===== config.mk =====
export PLATFORM = sky130hd
export DESIGN_NAME = uart_tx_frame
export DESIGN_NICKNAME = d
export VERILOG_FILES = /design/src/rtl/uart_tx_frame.sv
export SDC_FILE = /design/constraint.sdc
export NUM_CORES = 1
export LEC_CHECK = 0
export ABC_AREA = 0
export CORE_MARGIN = 5
export CORE_UTILIZATION = 57
export CTS_CLUSTER_DIAMETER = 100
export CTS_CLUSTER_SIZE = 14
export DETAILED_ROUTE_END_ITERATION = 10
export PLACE_DENSITY = 0.78
export SYNTH_ARGS = -nofsm -noshare
export SYNTH_HDL_FRONTEND = slang
export SYNTH_SLANG_ARGS = --single-unit

===== constraint.sdc =====
create_clock -name clk -period 2.3 [get_ports clk]
set_input_delay 0.46 -clock clk [delete_from_list [all_inputs] [get_ports clk]]
set_output_delay 0.46 -clock clk [all_outputs]
set_load 0.02 [all_outputs]

===== src/rtl/uart_tx_frame.sv =====
`timescale 1ns/1ps
// uart_tx_frame: FIFO-buffered UART transmitter with configurable data width,
// parity and stop-bit count; bit timing comes from an external baud_tick strobe.
module uart_tx_frame #(
  parameter int DATA_BITS  = 8,
  parameter int PARITY     = 0,
  parameter int STOP_BITS  = 1,
  parameter int FIFO_DEPTH = 4
) (
  input  logic                        clk,
  input  logic                        rst,
  input  logic                        baud_tick,
  input  logic                        tx_valid,
  input  logic [DATA_BITS-1:0]        tx_data,
  output logic                        tx_ready,
  output logic                        tx_serial,
  output logic                        tx_busy,
  output logic                        tx_done,
  output logic [$clog2(FIFO_DEPTH):0] fifo_count
);

  localparam int PTR_W = $clog2(FIFO_DEPTH);
  localparam int CNT_W = PTR_W + 1;
  localparam int BIT_W = $clog2(DATA_BITS);

  typedef enum logic [2:0] {S_IDLE, S_START, S_DATA, S_PARITY, S_STOP} state_t;

  state_t               state, state_n;
  logic [DATA_BITS-1:0] mem [FIFO_DEPTH];
  logic [PTR_W-1:0]     wr_ptr, rd_ptr;
  logic                 push, pop;
  logic [DATA_BITS-1:0] shreg, shreg_n;
  logic                 par_bit, par_bit_n;
  logic [BIT_W-1:0]     bit_cnt, bit_cnt_n;
  logic                 stop_cnt, stop_cnt_n;
  logic                 serial_n, done_n;

  function automatic logic parity_of(input logic [DATA_BITS-1:0] w);
    return (^w) ^ (PARITY == 2);
  endfunction

  // Input FIFO: ready comes from the registered count, so a full FIFO refuses
  // a push even on the cycle a pop frees an entry.
  assign tx_ready = (fifo_count < CNT_W'(FIFO_DEPTH));
  assign push     = tx_valid && tx_ready;

  always_ff @(posedge clk) begin
    if (push) mem[wr_ptr] <= tx_data;
  end

  always_ff @(posedge clk or posedge rst) begin
    if (rst) begin
      wr_ptr     <= '0;
      rd_ptr     <= '0;
      fifo_count <= '0;
    end else begin
      if (push) wr_ptr <= wr_ptr + PTR_W'(1);
      if (pop)  rd_ptr <= rd_ptr + PTR_W'(1);
      case ({push, pop})
        2'b10:   fifo_count <= fifo_count + CNT_W'(1);
        2'b01:   fifo_count <= fifo_count - CNT_W'(1);
        default: fifo_count <= fifo_count;
      endcase
    end
  end

  // Frame sequencer: every transition and line change happens on baud_tick
  always_comb begin
    state_n    = state;
    shreg_n    = shreg;
    par_bit_n  = par_bit;
    bit_cnt_n  = bit_cnt;
    stop_cnt_n = stop_cnt;
    serial_n   = tx_serial;
    done_n     = 1'b0;
    pop        = 1'b0;
    if (baud_tick) begin
      unique case (state)
        S_IDLE: pop = (fifo_count != '0);
        S_START: begin
          serial_n = shreg[0];
          shreg_n  = shreg >> 1;
          state_n  = S_DATA;
        end
        S_DATA: begin
          if (bit_cnt == BIT_W'(DATA_BITS - 1)) begin
            if (PARITY != 0) begin
              state_n  = S_PARITY;
              serial_n = par_bit;
            end else begin
              state_n    = S_STOP;
              serial_n   = 1'b1;
              stop_cnt_n = 1'b0;
            end
          end else begin
            serial_n  = shreg[0];
            shreg_n   = shreg >> 1;
            bit_cnt_n = bit_cnt + BIT_W'(1);
          end
        end
        S_PARITY: begin
          state_n    = S_STOP;
          serial_n   = 1'b1;
          stop_cnt_n = 1'b0;
        end
        S_STOP: begin
          if (stop_cnt == 1'(STOP_BITS - 1)) begin
            done_n = 1'b1;
            pop    = (fifo_count != '0);
            if (!pop) begin
              state_n  = S_IDLE;
              serial_n = 1'b1;
            end
          end else begin
            stop_cnt_n = stop_cnt + 1'b1;
          end
        end
        default: state_n = S_IDLE;
      endcase
      // A pop always starts a frame, whether from IDLE or back-to-back from STOP
      if (pop) begin
        state_n   = S_START;
        serial_n  = 1'b0;
        bit_cnt_n = '0;
        shreg_n   = mem[rd_ptr];
        par_bit_n = parity_of(mem[rd_ptr]);
      end
    end
  end

  always_ff @(posedge clk or posedge rst) begin
    if (rst) begin
      state     <= S_IDLE;
      bit_cnt   <= '0;
      stop_cnt  <= 1'b0;
      tx_serial <= 1'b1;
      tx_done   <= 1'b0;
    end else begin
      state     <= state_n;
      bit_cnt   <= bit_cnt_n;
      stop_cnt  <= stop_cnt_n;
      tx_serial <= serial_n;
      tx_done   <= done_n;
    end
  end

  always_ff @(posedge clk) begin
    shreg   <= shreg_n;
    par_bit <= par_bit_n;
  end

  assign tx_busy = (state != S_IDLE);

endmodule


Word level (Yosys, flattened, before mapping)

Memory sizes are Yosys's and may differ from the RTL's.
Index checks and enable logic that the tools add are counted.

Eq/ne operators: 14
Add/sub/neg operators: 6
Order comparisons: 1
Reductions and logical operators: 14
Mux-type cells: 29

Operator list:

| cell                                             | number |
|---|---|
| 2-to-1 mux 3 bit                                 | 7 |
| 2-to-1 mux 8 bit                                 | 2 |
| case mux 8 bit (2 select lines)                  | 1 |
| case mux 3 bit (5 select lines)                  | 1 |
| 2-to-1 mux 1 bit                                 | 14 |
| inequality test 3 bit, second input constant     | 4 |
| nonzero test 3 bit                               | 4 |
| AND reduction 3 bit                              | 3 |
| adder 3 x 1 -> 3 bit, second input constant      | 2 |
| == test 3 x 2 -> 1 bit, second input constant    | 2 |
| == test 3 bit, second input constant             | 2 |
| case mux 3 bit (2 select lines)                  | 1 |
| AND reduction 5 bit                              | 1 |
| nonzero test 5 bit                               | 1 |
| adder 2 x 1 -> 2 bit, second input constant      | 2 |
| inequality test 2 bit, second input constant     | 2 |
| case mux 1 bit (4 select lines)                  | 1 |
| AND reduction 4 bit                              | 1 |
| nonzero test 2 bit                               | 2 |
| == test 3 x 1 -> 1 bit, second input constant    | 1 |
| zero test 3 bit                                  | 1 |
| < comparator 3 bit, second input constant        | 1 |
| case mux 1 bit (3 select lines)                  | 1 |
| subtractor 3 x 1 -> 3 bit, second input constant | 1 |
| other kinds (6)                                  | 6 |

Memories: 1
Output and inout bits: 7
Bits of input ports: 12
RAM bits: 32
Flip-flop bits (word level): 24
Word-level logic and storage cells: 74

Memory list:

| memory | words | width | rd ports | clocked after memory_dff | wr ports | line | RTL |
|---|---|---|---|---|---|---|---|
| mem    | 4     | 8     | 1        | 0                        | 1        | 29   | `logic [DATA_BITS-1:0] mem [FIFO_DEPTH];` |

Logic depth before layout (Yosys ltp)

Gate-level depths: netlist of run 1.

Depth after elaboration: 7
Mapped depth: 10

Worst setup path after synthesis of run 1

OpenSTA, ideal clock, no wires.

Path kind: flip-flop to flip-flop
Start: register fifo_count[0]
End: register fifo_count[2]
Path buffers: 1
Required time: 2.172 ns
Cell stages (with the launch flop): 11
Path slack: 0.288 ns
Library setup time: 0.128 ns
Arrival: 1.884 ns
Path through: dfrtp_1 > or3_1 > buf_2 > nand3_1 > inv_1 > ha_1 > inv_1 > fa_1 > xor2_1 > nor2_1 > xnor2_1

Cells in the longest elaborated chain, start to end: 7
Elaborated cells on any way between the ends: 13
Those cells by class: add/sub (2); order compare (1); eq/ne (2); mux (5); reduce/logical (3)

Ends and longest elaborated chain:

| element                                                               | line    | RTL |
|---|---|---|
| start, declared                                                       | 19      | `output logic [$clog2(FIFO_DEPTH):0] fifo_count` |
| start signal, assigned                                                | 60      | `2'b10: fifo_count <= fifo_count + CNT_W'(1);` |
| start signal, assigned                                                | 61      | `2'b01: fifo_count <= fifo_count - CNT_W'(1);` |
| start signal, assigned                                                | 62      | `default: fifo_count <= fifo_count;` |
| nonzero test 3 bit *                                                  | 79, 109 |  |
| 2-to-1 mux 1 bit                                                      | 107     | `if (stop_cnt == 1'(STOP_BITS - 1)) begin` |
| case mux 1 bit (2 select lines) *                                     | 78      | `unique case (state)` |
| 2-to-1 mux 1 bit * (2 in a row)                                       | 77      | `if (baud_tick) begin` |
| named net pop                                                         | 31      | `logic push, pop;` |
| == test 2 x 1 -> 1 bit or == test 2 bit (tied branches)               | 59      | `case ({push, pop})` |
| case mux 3 bit (2 select lines) or nonzero test 2 bit (tied branches) | -       |  |

The timed path passes the listed nets; every way through them passes the cells marked *. The select of a mux whose other input is x is not followed.
A chain may end at the register's enable or synchronous reset.

Final worst setup path of run 1

Start: register state[1]
End: output tx_busy

Cells in the longest elaborated chain, start to end: 1

Ends and longest elaborated chain:

| element                | line | RTL |
|---|---|---|
| start, declared        | 28   | `state_t state, state_n;` |
| start signal, assigned | 139  | `state <= state_n;` |
| nonzero test 3 bit     | 152  | `assign tx_busy = (state != S_IDLE);` |
| end, declared          | 17   | `output logic tx_busy,` |

No other way between the ends.

==> results of run 1 <==
-- area by class of cell --
cell class | count | area, um2
flip-flops and latches | 55 | 1580
inverters | 13 | 48.8
clock inverters | 3 | 50.0
fillers | 271 | 1280
clock buffers | 5 | 68.8
well taps | 50 | 62.6
repair buffers | 23 | 218
multi-input cells | 75 | 693
-- where the power goes --
part,internal (W),switching (W)
clock,0.000336,0.000320
sequential,0.00141,0.000238
combinational,0.000667,0.000593
-- cell usage in the layout (no fill, tap or decap), types with 2 or more instances in the layout --
| cell | count |
|---|---|
| edfxtp_1 | 40 |
| nand2b_1 | 2 |
| a2bb2oi_1 | 2 |
| nand2_1 | 4 |
| inv_1 | 13 |
| or3_1 | 2 |
| mux4_2 | 8 |
| and3_1 | 2 |
| buf_4 | 5 |
| o21ai_1 | 2 |
| ha_1 | 7 |
| xnor2_1 | 5 |
| nor2_1 | 4 |
| clkdlybuf4s50_1 | 18 |
| dfrtp_1 | 14 |
| a31oi_1 | 2 |
| and2_1 | 4 |
| mux2_2 | 7 |
| clkbuf_8 | 5 |
| o21ai_0 | 9 |
-- sequential cells by signal, summed over array words and instances, names as in the netlist --
name / cells
bit_cnt: 3
shreg: 8
rd_ptr: 2
wr_ptr: 2
tx_done: 1
fifo_count: 3
mem: 32
state: 3
tx_serial: 1
-- through the flow --
| stage | instance area (um2) | hold WS, ps |
|---|---|---|
| after floorplan | 2350 | 361 |
| after global placement | 2600 | 484 |
| after detailed placement | 2600 | 516 |
| after CTS | 2720 | 525 |
| after global routing | 2720 | 558 |
| final | 2720 | 502 |
-- worst min-delay path by stage --
stage / startpoint / end / slack [ps] / cells after the start
2_1_floorplan: rst / bit_cnt[0] / 360 / 1
3_3_place_gp: bit_cnt[0] / bit_cnt[0] / 480 / 1
3_5_place_dp: bit_cnt[0] / bit_cnt[0] / 520 / 1
4_1_cts: rst / rd_ptr[1] / 520 / 2
5_1_grt: rst / state[1] / 560 / 2
6_report: rst / rd_ptr[1] / 500 / 2
-- cell families after synthesis --
group,after synthesis,share of synthesized area [%]
buffers and inverters,19,3.30
XOR/XNOR,6,2.24
flip-flops,55,67.2
AND/OR/NAND/NOR,25,5.86
adder cells (fa/ha/maj),8,4.58
multiplexers,16,11.5
AO/OA/AOI/OAI,20,5.38
-- worst max-delay path, stage by stage (launching register included) --
cell	delay (ps)
dfrtp_1	490
or3_1	370
clkdlybuf4s50_1	540
-- layer usage --
| layer | vias to the layer above | global-route usage (%) | part of all wire [%] |
|---|---|---|---|
| li1 | 592 | - | - |
| met1 | 633 | 21.8 | 42 |
| met2 | 18 | 29.0 | 55 |
| met3 | 4 | 4.59 | 2.8 |
| met4 | 0 | 3.02 | 0.65 |
| met5 | - | 0 | 0 |
==> results.cfg, run 1 <==
[status]
status = completed

[clock_network]
postCtsHoldBufs = 0
htreeDepth = 2
postCtsSetupBuffers = 0
clock_path_buffers = 2
cts_resized = 0
cts_tree = built
numCtsBuffers = 5
clockRootBuffer = clkbuf_8
cts_sinks = 55
clkLatencyLatePin_ps = 300
clkTransAtPathRegs_ps = 100

[drt]
wl_um = 3850
vias = 1247
wire_per_inst_um = 17.2
ant_nets = 0
drt_pass1_iterations = 4
drcViolationCount = 0
vias_per_cell = 5.57
drtIter0Drc = 87

[die]
core-area_um2 = 4000
die_w_um = 74.2
dieArea_um2 = 5500
initial_core_util_pct = 58.7
die_h_um = 74.2
io_pins = 19
rows = 23

[timing]
timing.final.crit_share_pct = 93.9
tightestPinTransition_ps = 586
fin_setup_tns_ps = 0
skew_ps = 10.7
final-setup-viol-count = 0
clock.fmax_ghz = 0.463
setup_slack_ps = 141
slew_headroom_pct = 60.9
slew_violations = 0
final.min_clock_period_ps = 2160
rsz0062_at_grt = no
hold_viol_final = 0

[cells_and_area]
instances_no_fill = 224
antenna_cells = 0
area_growth_syn_to_layout_pct = 15.8
fin_nets = 193
final_util_pct = 68.0
drive_above_1_share_pct = 17.8

[critical_path]
r2r-start = fifo_count[0]
worstRegToRegCells = 7
arrival_ps = 1700
startpoint = state[1]
crit_path_end_kind = output port
critPathLaunchType = flip-flop
critPathRequiredTime_ps = 1840
endpoint = tx_busy
path_max_fanout = 12
ff2ff_setup_slack_ps = 200
worstSetupPathType = reg -> out
regToRegEndpoint = fifo_count[1]

[logic_synthesis]
yosys.area.top_type = edfxtp_1
synth_cells = 149
synth_nets = 169
synth_common_cells = edfxtp_1, dfrtp_1, inv_1, o21ai_0, mux4_2
synth-seq-cells = 55
synthMostInstantiatedCell = edfxtp_1
yosysWarnings = 0
async_flop_share_pct = 27.3
synthDistinctLibCells = 36
synth.avg_cell_area_um2 = 15.8
synth.top_cell.area_share_pct = 51.1
synth_area_um2 = 2350
seq_area_frac_synth_pct = 67.2
synth_edf_count = 40
synth.area.top_cells = edfxtp_1, dfrtp_1, mux4_2, ha_1, mux2_2
synth_ff_type = edfxtp_1

[place]
portBuffers = 18
dpl.hpwl_um = 2910
gp_congestion = 0.803
dp_slack_ps = 118
place_inst = 216

[hold_path]
hold_class = in -> async

[flow_run]
maxCapViolCount = 0

[global_routing]
antenna_found_initial = 0
grt_usage_pct = 16.8
grt_first_pass_wirelength_um = 6750
grt_max_degree = 20
grt_pass1_vias = 1352
overflow = 0

[power]
peakVddDrop_mv = 0.647
p_leak_nw = 1.02
power_density_nw_per_um2 = 1310
p_total_w = 0.00357
(Power assumes the default switching activity.)
==> run 2: changes to the inputs <==
--- a/config.mk
+++ b/config.mk
@@ -9,7 +9,7 @@
 export CORE_MARGIN = 5
 export CORE_UTILIZATION = 57
 export CTS_CLUSTER_DIAMETER = 100
-export CTS_CLUSTER_SIZE = 14
+export CTS_CLUSTER_SIZE = 40
 export DETAILED_ROUTE_END_ITERATION = 10
 export PLACE_DENSITY = 0.78
 export SYNTH_ARGS = -nofsm -noshare
==> results of run 2 <==
Final layout, timing and power as in run 1 (identical DEF).
==> RTL change, RTL diff (config.mk and constraints of run 1) <==
`DATA_BITS`: 8 -> 16.
--- a/src/rtl/uart_tx_frame.sv
+++ b/src/rtl/uart_tx_frame.sv
@@ -3,5 +3,5 @@
 // parity and stop-bit count; bit timing comes from an external baud_tick strobe.
 module uart_tx_frame #(
-  parameter int DATA_BITS  = 8,
+  parameter int DATA_BITS  = 16,
   parameter int PARITY     = 0,
   parameter int STOP_BITS  = 1,
Interface: changed (resized tx_data); port bits go from 19 to 27. The function was not compared with the original's and may differ.
==> RTL change against run 1 <==
- cell area is 68% higher
- sequential cell count is 41 higher
- largest cell class unchanged
- setup slack worse by 0.060 ns
- count of clock-buffer cells in the layout is 4 higher
- area after synthesis is 66% higher
- routed wire length is 65% higher
- global-route usage is 0.17 points lower
- power is 67% higher
- combinational power is 61% higher
- synthesized cell count is 61% higher
==> RTL change: results <==
set metrics [dict create \
    synthArstFlopShare_pct 16.7 \
    holdWs_ns 0.470 \
    grt_pass1_vias 2126 \
    avgSynthCellArea_um2 16.2 \
    grt_pass1_wl_mm 10.7 \
    wl_mm 6.36 \
    synth.area.top_cells "edfxtp_1 62%, dfrtp_1 9.6%, mux4_2 9.3%, nand2_1 4.9%, ha_1 1.9%" \
    skew_ns 0.00893 \
    dp_hpwl_mm 3.97 \
    nNetsFinal 306 \
    status "finished, final reports clean" \
    grt.total_usage_pct 16.7 \
    p_leak_nw 1.70 \
    vias 2019 \
    synth-compound-area-share_pct 2.09 \
    grt_max_degree 19 \
    yosys-top-cells-count "80 x edfxtp_1, 51 x nand2_1, 16 x mux4_2" \
    yosys.cell_types.count 39 \
    area_delta_synth_final_pct 17.5 \
    routedWlPerCell_um 17.5 \
    io_buffers 26 \
    ys_seq_area_share_pct 72.0 \
    dp_cells 348 \
    synth_xor_area_share_pct 1.80 \
    cp.arrival_ns 1.76 \
    r2r_slack_ns 0.31 \
    p_int_mw 4.10 \
    drive_gt1_share_pct 17.6 \
    clkLatencyLatePin_ns 0.35 \
    synth_edf_count 80 \
    tightestPinTransition_ns 0.751 \
    htreeDepth 3 \
    syn_nets 267 \
    routabilityCongestion 0.822 \
    reg_top3 "mem x64, shreg x16, bit_cnt x4" \
]
## RTL change: cell count changes after synthesis, sizes merged, moves of 3 or more
cell,change
mux4,+8
buf,+3
nand3,+4
mux2,-6
nand2,+47
edfxtp,+40
o21ai,-7
## RTL change: worst paths after layout
path | to | from
worst max-delay path | tx_busy | state[0]
min in group clk | bit_cnt[3] | bit_cnt[3]
worst min register to register | bit_cnt[3] | bit_cnt[3]
worst max register to register | shreg[12] | state[0]
max in group asynchronous | state[1] | rst
worst min-delay path | fifo_count[2] | rst
## RTL change: stage by stage
stage	power (mW)	area, um2
floorplan	4.12	3890
global placement	4.65	4330
detailed placement	4.71	4330
CTS	6.02	4580
global route	6.33	4580
finish	5.96	4580
## RTL change: power by group through the flow
| stage | clock network [mW] | logic, mW | registers [mW] |
|---|---|---|---|
| detailed placement | 0 | 2.04 | 2.67 |
| global route | 1.38 | 2.27 | 2.67 |
| floorplan | 0 | 1.45 | 2.67 |
| global placement | 0 | 2.00 | 2.65 |
| CTS | 1.31 | 2.07 | 2.64 |
| finish | 1.29 | 2.03 | 2.63 |
## RTL change: metal layers
metal | track usage, % | part of all wire [%] | up-vias
li1 | - | - | 961
met1 | 21.5 | 43 | 1009
met2 | 27.3 | 51 | 43
met3 | 3.17 | 4.2 | 6
met4 | 8.42 | 1.5 | 0
met5 | 0 | 0 | -
## RTL change: critical path, cell delays in order, from the launching register on
cell             delay [ns]
dfrtp_1                0.43
nor2_2                 0.23
buf_4                  0.17
nand2_1                0.05
clkdlybuf4s50_1        0.53
## RTL change: area by class of cell
cell class	instances	area (um2)	area share, %
Multi-Input combinational cell	123	991	21.7
Clock buffer	9	124	2.71
Tap cell	80	100	2.19
Timing Repair Buffer	37	393	8.59
Clock inverter	7	119	2.60
Inverter	12	45.0	0.984
Sequential cell	96	2800	61.3
## RTL change: cells by family after synthesis
| logic type | count (synthesis) |
|---|---|
| AOI/OAI and AO/OA | 12 |
| xor gates and xnor gates | 8 |
| adders and majority gates | 7 |
| buffers and inverters | 21 |
| DFF | 96 |
| muxes | 18 |
| and+or+nand+nor | 78 |
